File: src/rtl/sargantana_icache_pkg.sv
// Shared types and constants for the Sargantana instruction cache.
package sargantana_icache_pkg;

   typedef enum logic [2:0] {
      REFILL_IDLE,
      REFILL_REQ,
      REFILL_COLLECT,
      REFILL_WRITE,
      REFILL_DRAIN
   } refill_state_t;

   localparam int ICACHE_BEAT_WIDTH = 64;

endpackage

File: src/rtl/sargantana_icache_refill.sv
// Line-fill engine: requests a missing line from L2, assembles the beats into a full line,
// then writes it into the selected way RAM in a single cycle.
module sargantana_icache_refill
   import sargantana_icache_pkg::*;
#(
   parameter int SET_WIDHT  = 256,
   parameter int ADDR_WIDHT = 6,
   parameter int BEAT_WIDTH = ICACHE_BEAT_WIDTH,
   parameter int WAY_NUM    = 4
) (
   input  logic                       clk_i,
   input  logic                       rst_i,
   input  logic                       miss_valid_i,
   output logic                       miss_ready_o,
   input  logic [ADDR_WIDHT-1:0]      miss_idx_i,
   input  logic [$clog2(WAY_NUM)-1:0] miss_way_i,
   input  logic                       kill_i,
   output logic                       l2_req_valid_o,
   input  logic                       l2_req_ready_i,
   output logic [ADDR_WIDHT-1:0]      l2_req_idx_o,
   input  logic                       beat_valid_i,
   input  logic [BEAT_WIDTH-1:0]      beat_data_i,
   input  logic                       beat_last_i,
   input  logic                       beat_err_i,
   output logic [WAY_NUM-1:0]         way_req_o,
   output logic                       way_we_o,
   output logic [ADDR_WIDHT-1:0]      way_addr_o,
   output logic [SET_WIDHT-1:0]       way_data_o,
   output logic                       fill_done_o,
   output logic                       fill_err_o,
   output logic                       busy_o
);

   localparam int NBEATS = SET_WIDHT / BEAT_WIDTH;
   localparam int CNT_W  = $clog2(NBEATS) + 1;
   localparam logic [CNT_W-1:0] CNT_FULL = CNT_W'(NBEATS);
   localparam logic [CNT_W-1:0] CNT_LAST = CNT_W'(NBEATS - 1);

   refill_state_t                state;
   logic [CNT_W-1:0]             cnt;
   logic [SET_WIDHT-1:0]         line_buf;
   logic [ADDR_WIDHT-1:0]        idx_q;
   logic [$clog2(WAY_NUM)-1:0]   way_q;
   logic                         err_q;
   logic                         fault;

   // Any error seen so far, an error on this beat, a premature last, or an overflow beat.
   assign fault = err_q | beat_err_i | (beat_last_i && (cnt != CNT_LAST)) | (cnt == CNT_FULL);

   always_ff @(posedge clk_i) begin
      if (rst_i) begin
         state          <= REFILL_IDLE;
         cnt            <= '0;
         line_buf       <= '0;
         idx_q          <= '0;
         way_q          <= '0;
         err_q          <= 1'b0;
         miss_ready_o   <= 1'b1;
         l2_req_valid_o <= 1'b0;
         way_req_o      <= '0;
         way_we_o       <= 1'b0;
         fill_done_o    <= 1'b0;
         fill_err_o     <= 1'b0;
      end else begin
         way_req_o   <= '0;
         way_we_o    <= 1'b0;
         fill_done_o <= 1'b0;
         fill_err_o  <= 1'b0;
         case (state)
            REFILL_IDLE: begin
               if (miss_valid_i) begin
                  idx_q          <= miss_idx_i;
                  way_q          <= miss_way_i;
                  cnt            <= '0;
                  err_q          <= 1'b0;
                  miss_ready_o   <= 1'b0;
                  l2_req_valid_o <= 1'b1;
                  state          <= REFILL_REQ;
               end
            end
            REFILL_REQ: begin
               if (l2_req_ready_i) begin
                  l2_req_valid_o <= 1'b0;
                  state          <= kill_i ? REFILL_DRAIN : REFILL_COLLECT;
               end else if (kill_i) begin
                  l2_req_valid_o <= 1'b0;
                  miss_ready_o   <= 1'b1;
                  state          <= REFILL_IDLE;
               end
            end
            REFILL_COLLECT: begin
               if (beat_valid_i) begin
                  for (int b = 0; b < NBEATS; b++)
                     if (cnt == CNT_W'(b)) line_buf[b*BEAT_WIDTH +: BEAT_WIDTH] <= beat_data_i;
                  if (cnt != CNT_FULL) cnt <= cnt + 1'b1;
                  if (kill_i) begin
                     if (beat_last_i) begin
                        miss_ready_o <= 1'b1;
                        state        <= REFILL_IDLE;
                     end else begin
                        state <= REFILL_DRAIN;
                     end
                  end else if (beat_last_i) begin
                     if (fault) begin
                        fill_err_o   <= 1'b1;
                        miss_ready_o <= 1'b1;
                        state        <= REFILL_IDLE;
                     end else begin
                        way_req_o   <= WAY_NUM'(1) << way_q;
                        way_we_o    <= 1'b1;
                        fill_done_o <= 1'b1;
                        state       <= REFILL_WRITE;
                     end
                  end else if (fault) begin
                     err_q <= 1'b1;
                  end
               end else if (kill_i) begin
                  state <= REFILL_DRAIN;
               end
            end
            REFILL_WRITE: begin
               miss_ready_o <= 1'b1;
               state        <= REFILL_IDLE;
            end
            REFILL_DRAIN: begin
               if (beat_valid_i && beat_last_i) begin
                  miss_ready_o <= 1'b1;
                  state        <= REFILL_IDLE;
               end
            end
            default: begin
               miss_ready_o   <= 1'b1;
               l2_req_valid_o <= 1'b0;
               state          <= REFILL_IDLE;
            end
         endcase
      end
   end

   // Wide payloads are gated by their registered strobes so they read zero outside their states.
   assign l2_req_idx_o = l2_req_valid_o ? idx_q : '0;
   assign way_addr_o   = way_we_o ? idx_q : '0;
   assign way_data_o   = way_we_o ? line_buf : '0;
   assign busy_o       = (state != REFILL_IDLE);

endmodule

File: config.mk
export PLATFORM = sky130hd
export DESIGN_NAME = sargantana_icache_refill
export DESIGN_NICKNAME = d
export VERILOG_FILES = /design/src/rtl/sargantana_icache_pkg.sv /design/src/rtl/sargantana_icache_refill.sv
export SDC_FILE = /design/constraint.sdc
export NUM_CORES = 1
export LEC_CHECK = 0
export BUFFER_PORTS_ARGS = -buffer_cell sky130_fd_sc_hd__buf_2
export CORE_MARGIN = 2
export CORE_UTILIZATION = 40
export DETAILED_ROUTE_END_ITERATION = 7
export HOLD_SLACK_MARGIN = 0.08
export PLACE_DENSITY = 0.65
export SLEW_MARGIN = 20
export SYNTH_ARGS = -nofsm -noshare
export SYNTH_HDL_FRONTEND = slang
export SYNTH_SLANG_ARGS = --single-unit
File: constraint.sdc
create_clock -name clk_i -period 2.23 [get_ports clk_i]
set_input_delay 0.446 -clock clk_i [delete_from_list [all_inputs] [get_ports clk_i]]
set_output_delay 0.446 -clock clk_i [all_outputs]
set_load 0.02 [all_outputs]
Word level (Yosys, flattened, before mapping)
Cells that the tools add are included.

word-level totals
  register bits = 279
  input bits = 80
  output and inout bits = 278
  logic and storage cells = 105

cells by class
  add/sub/neg operators = 1
  equal/unequal tests = 24
  shift operators = 1
  multiplexer cells = 39
  bitwise gates (word level) = 7
  reductions and logical operators = 19

operators by type and width
  cell                                                                      count
  256-bit 2-to-1 mux                                                        1
  3-bit 2-to-1 mux                                                          13
  2-bit inequality test (second input constant)                             10
  1-bit 2-to-1 mux                                                          17
  3-bit inequality test (second input constant)                             5
  3-bit AND reduction                                                       5
  3-bit by 2-bit equality test with 1-bit output (second input constant)    4
  6-bit 2-to-1 mux                                                          2
  3-bit case mux with 4 select lines                                        1
  7-bit AND reduction                                                       1
  3-bit by 1-bit equality test with 1-bit output (second input constant)    2
  3-bit equality test (second input constant)                               2
  3-bit logical NOT                                                         2
  3-bit case mux with 2 select lines                                        1
  6-bit AND reduction                                                       1
  6-bit OR reduction                                                        1
  5-bit AND reduction                                                       1
  5-bit OR reduction                                                        1
  1-bit inverter                                                            4
  1-bit case mux with 4 select lines                                        1
  4-bit AND reduction                                                       1
  1-bit by 2-bit left shift with 4-bit output (first input constant)        1
  3-bit by 1-bit adder with 3-bit output (second input constant)            1
  3-bit by 2-bit inequality test with 1-bit output (second input constant)  1
  other kinds (9)                                                           12

Logic depth before layout (Yosys ltp)
  depth in word-level cells = 9
  depth in mapped cells = 8
  gate-level depth less buffers = 8

Least setup slack after synthesis
OpenSTA, ideal clock, no wires.

  path kind = reg-to-output
  start = reg fill_done_o (netlist name)
  end = out way_data_o[100]
  data arrival time = 1.461 ns
  required time = 1.784 ns
  path slack = 0.323 ns
  cell stages (with the launch flop) = 5
  buffers on the path = 3
  path through = dfxtp_1 clkbuf_1 clkbuf_1 clkbuf_1 and2_1

RTL lines
  what       line                            source
  to (decl)  sargantana_icache_refill.sv:28  output logic [SET_WIDHT-1:0] way_data_o,

==> flow_summary_export.csv <==
group,metric,value,unit
status,status,"completed",
logic_synthesis,avgSynthCellArea,7.50,um^2
setup_path,crit_buf_inv,2,
logic_synthesis,async_flop_share,0,
logic_synthesis,synth_top_area_frac,0.479,
finish,syn_to_final_growth,25.9,%
pwr,ir_drop,0.419,mV
timing,worst_pin_slew,0.650,ns
grt,first_global_vias,10200,
timing,clock_skew,0.0168,ns
finish,fillCellCount,2832,
logic_synthesis,synth_flop_cell,"dfxtp_1",
die,core_region_area,28700,um^2
setup_path,crit_required,1.78,ns
grt,grt_max_degree,136,
grt,grt_usage,0.217,
logic_synthesis,syn-instance-count,1554,
setup_path,worst-setup-path-type,"reg2out",
setup_path,ff2ff_path_depth,5,
clock_tree,clkTransAtPathRegs,0.06,ns
logic_synthesis,synth-edff-count,0,
clock_tree,max-clock-path-buffers,3,
pwr,power_density,681,nW/um^2
setup_path,r2r_start,"cnt[0]",
die,die_h,175,um
pwr,p_leak,6.21,nW
timing,hold_viol_final,0,
clock_tree,clk_latency,0.54,ns
setup_path,cp_top_family,"buffers and inverters",
timing,fin_crit_sh,0.964,
route,drcViolationCount,0,
setup_path,worst-endpoint-arrival,1.70,ns
grt,globalRouteOverflowTotal,0,
flow_run,maxCapViolations,0,
logic_synthesis,netlist_area,11700,um^2
placement,io_buffers,357,
min_path,min_path_type,"in2reg",
clock_tree,cts_root_buf,"clkbuf_16",
die,rows,62,
logic_synthesis,synth_nets,1639,
setup_path,regToRegEndpoint,"state[0]",
route,ant_nets,0,
logic_synthesis,synth_cell_types,39,
logic_synthesis,synth_top_cells_by_count,"537 x nand2_1, 279 x dfxtp_1, 276 x a21oi_1",
setup_path,cpPeakStageDelay,0.39,ns
grt,grt_pass1_wl,54600,um
logic_synthesis,synth.largest_area_cell,"dfxtp_1",
die,fp.dieW,175,um
setup_path,start_kind,"register",
placement,dpl.hpwl,22700,um
timing,fmax,465,MHz
setup_path,end_kind,"output pin",
setup_path,crit_chain,"buf_16 -> and2_1 -> buf_2",
logic_synthesis,yosys_warnings,0,
setup_path,crit_path_max_fanout,135,
route,routed_wl,34900,um
clock_tree,cts_buffers,29,
route,vias,11000,
route,firstDrtPassIters,6,
die,start_util,0.406,
finish,layout-drive-gt1-share,0.235,
timing,setup_viol,0,
timing,maxSlewViolCount,0,
die,io_pins,358,
placement,routabilityCongestion,0.816,
route,post_drt_via_cell_ratio,4.92,
timing,rsz0062_at_grt,"true",
clock_tree,cts_tree,"yes",
grt,antenna_found_initial,0,
logic_synthesis,ys_seq_elements,279,
timing,relSlewSlack,0.567,
min_path,hold_end,"idx_q[3]",
min_path,min-delay-start,"miss_idx_i[3]",
clock_tree,post_cts_buffers,0,
clock_tree,cts.sinks,279,
route,drt_iter0_markers,819,
finish,layout.nets,1927,
clock_tree,htree_levels,1,
logic_synthesis,synth_seq_area_share,0.479,
finish,diodes,0,
clock_tree,cts_hold_buf,0,
min_path,min_delay_path_depth,3,
timing,fin_crit,2.15,ns
route,routedWlPerCell,15.5,um
timing,holdWs,0.152,ns
pwr,power.total,0.00999,W
die,die_area,30500,um^2
logic_synthesis,synth_most_common_cell,"nand2_1",
setup_path,cp_slowest_cell,"dfxtp_4",
logic_synthesis,ys_top_cells_by_area,"dfxtp_1 48%, nand2_1 17%, and2_1 14%, a21oi_1 12%, clkbuf_1 2.7%",
setup_path,ff2ff_setup_slack,0.28,ns
## worst min-delay path, cell delays in order
cell	delay (ns)
buf_2	0.09
nand2_1	0.04
a21oi_1	0.05
## worst max path at each step
stage / start / to / cells after the start
6_report: fill_done_o / way_data_o[42] / 3
5_1_grt: fill_done_o / way_data_o[101] / 3
4_1_cts: fill_done_o / way_data_o[225] / 3
3_5_place_dp: beat_valid_i / line_buf[71] / 6
3_3_place_gp: kill_i / state[0] / 4
2_1_floorplan: fill_done_o / way_data_o[100] / 4
## power breakdown
group	internal, W	switching (W)
sequential	0.00501	0.0000341
clock	0.00260	0.00193
combinational	0.000131	0.000278
## state kept, by name, summed over array words and instances (netlist names)
signal and flops:
fill_err_o 1, err_q 1, fill_done_o 1, way_req_o 4, idx_q 6, line_buf 256, state 3, cnt 3
l2_req_valid_o 1, miss_ready_o 1, way_q 2
## through the flow
stage / setup slack (ns) / instance area (um^2) / instances / TNS, ns / utilization
floorplan: 0.323 / 11700 / 1554 / 0 / -
global placement: 0.329 / 13800 / 2195 / 0 / 0.480
detailed placement: 0.269 / 13800 / 2195 / 0 / 0.480
CTS: 0.0187 / 14700 / 2244 / 0 / 0.511
global route: -0.00217 / 14700 / 2244 / -0.00496 / 0.511
finish: 0.0799 / 14700 / 2244 / 0 / 0.511
## cell usage in the layout (no fill, tap or decap), types with 7 or more instances in the layout
cell type	n
a21oi_1	276
nor2_1	11
clkbuf_16	30
buf_2	356
clkinv_2	7
and2_1	266
buf_4	8
dfxtp_1	278
nand2_1	537
buf_12	11
## cell type report
| class | count | area [um^2] | share of cell area |
|---|---|---|---|
| Clock inverter | 8 | 42.5 | 0.00290 |
| Clock buffer | 41 | 842 | 0.0574 |
| Multi-Input combinational cell | 1149 | 5600 | 0.381 |
| Tap cell | 384 | 480 | 0.0327 |
| Sequential cell | 279 | 5590 | 0.381 |
| Inverter | 6 | 22.5 | 0.00153 |
| Timing Repair Buffer | 377 | 2100 | 0.143 |
## kinds of logic (layout without fill, tap and decap cells)
logic type                 Yosys count  after routing  share of synthesized area
and+or+nand+nor                    852            852                      0.341
AOI/OAI and AO/OA                  292            292                      0.129
DFF                                279            279                      0.479
buffers and inverters              126            432                     0.0452
adders and majority gates            5              5                    0.00537
## timing repair
| action | in CTS | in global routing |
|---|---|---|
| endpoints found under the setup margin | 0 | 34 |
| hold endpoints to repair | 0 | 0 |
| gates resized for setup | 0 | 5 |
## metal layers
layer  global-route usage  wire length, um
met2                0.356            16300
met5                    0                0
met3               0.0381             2510
met4               0.0622              886
met1                0.294            15100
No activity file was read; power rests on OpenSTA's default activity.
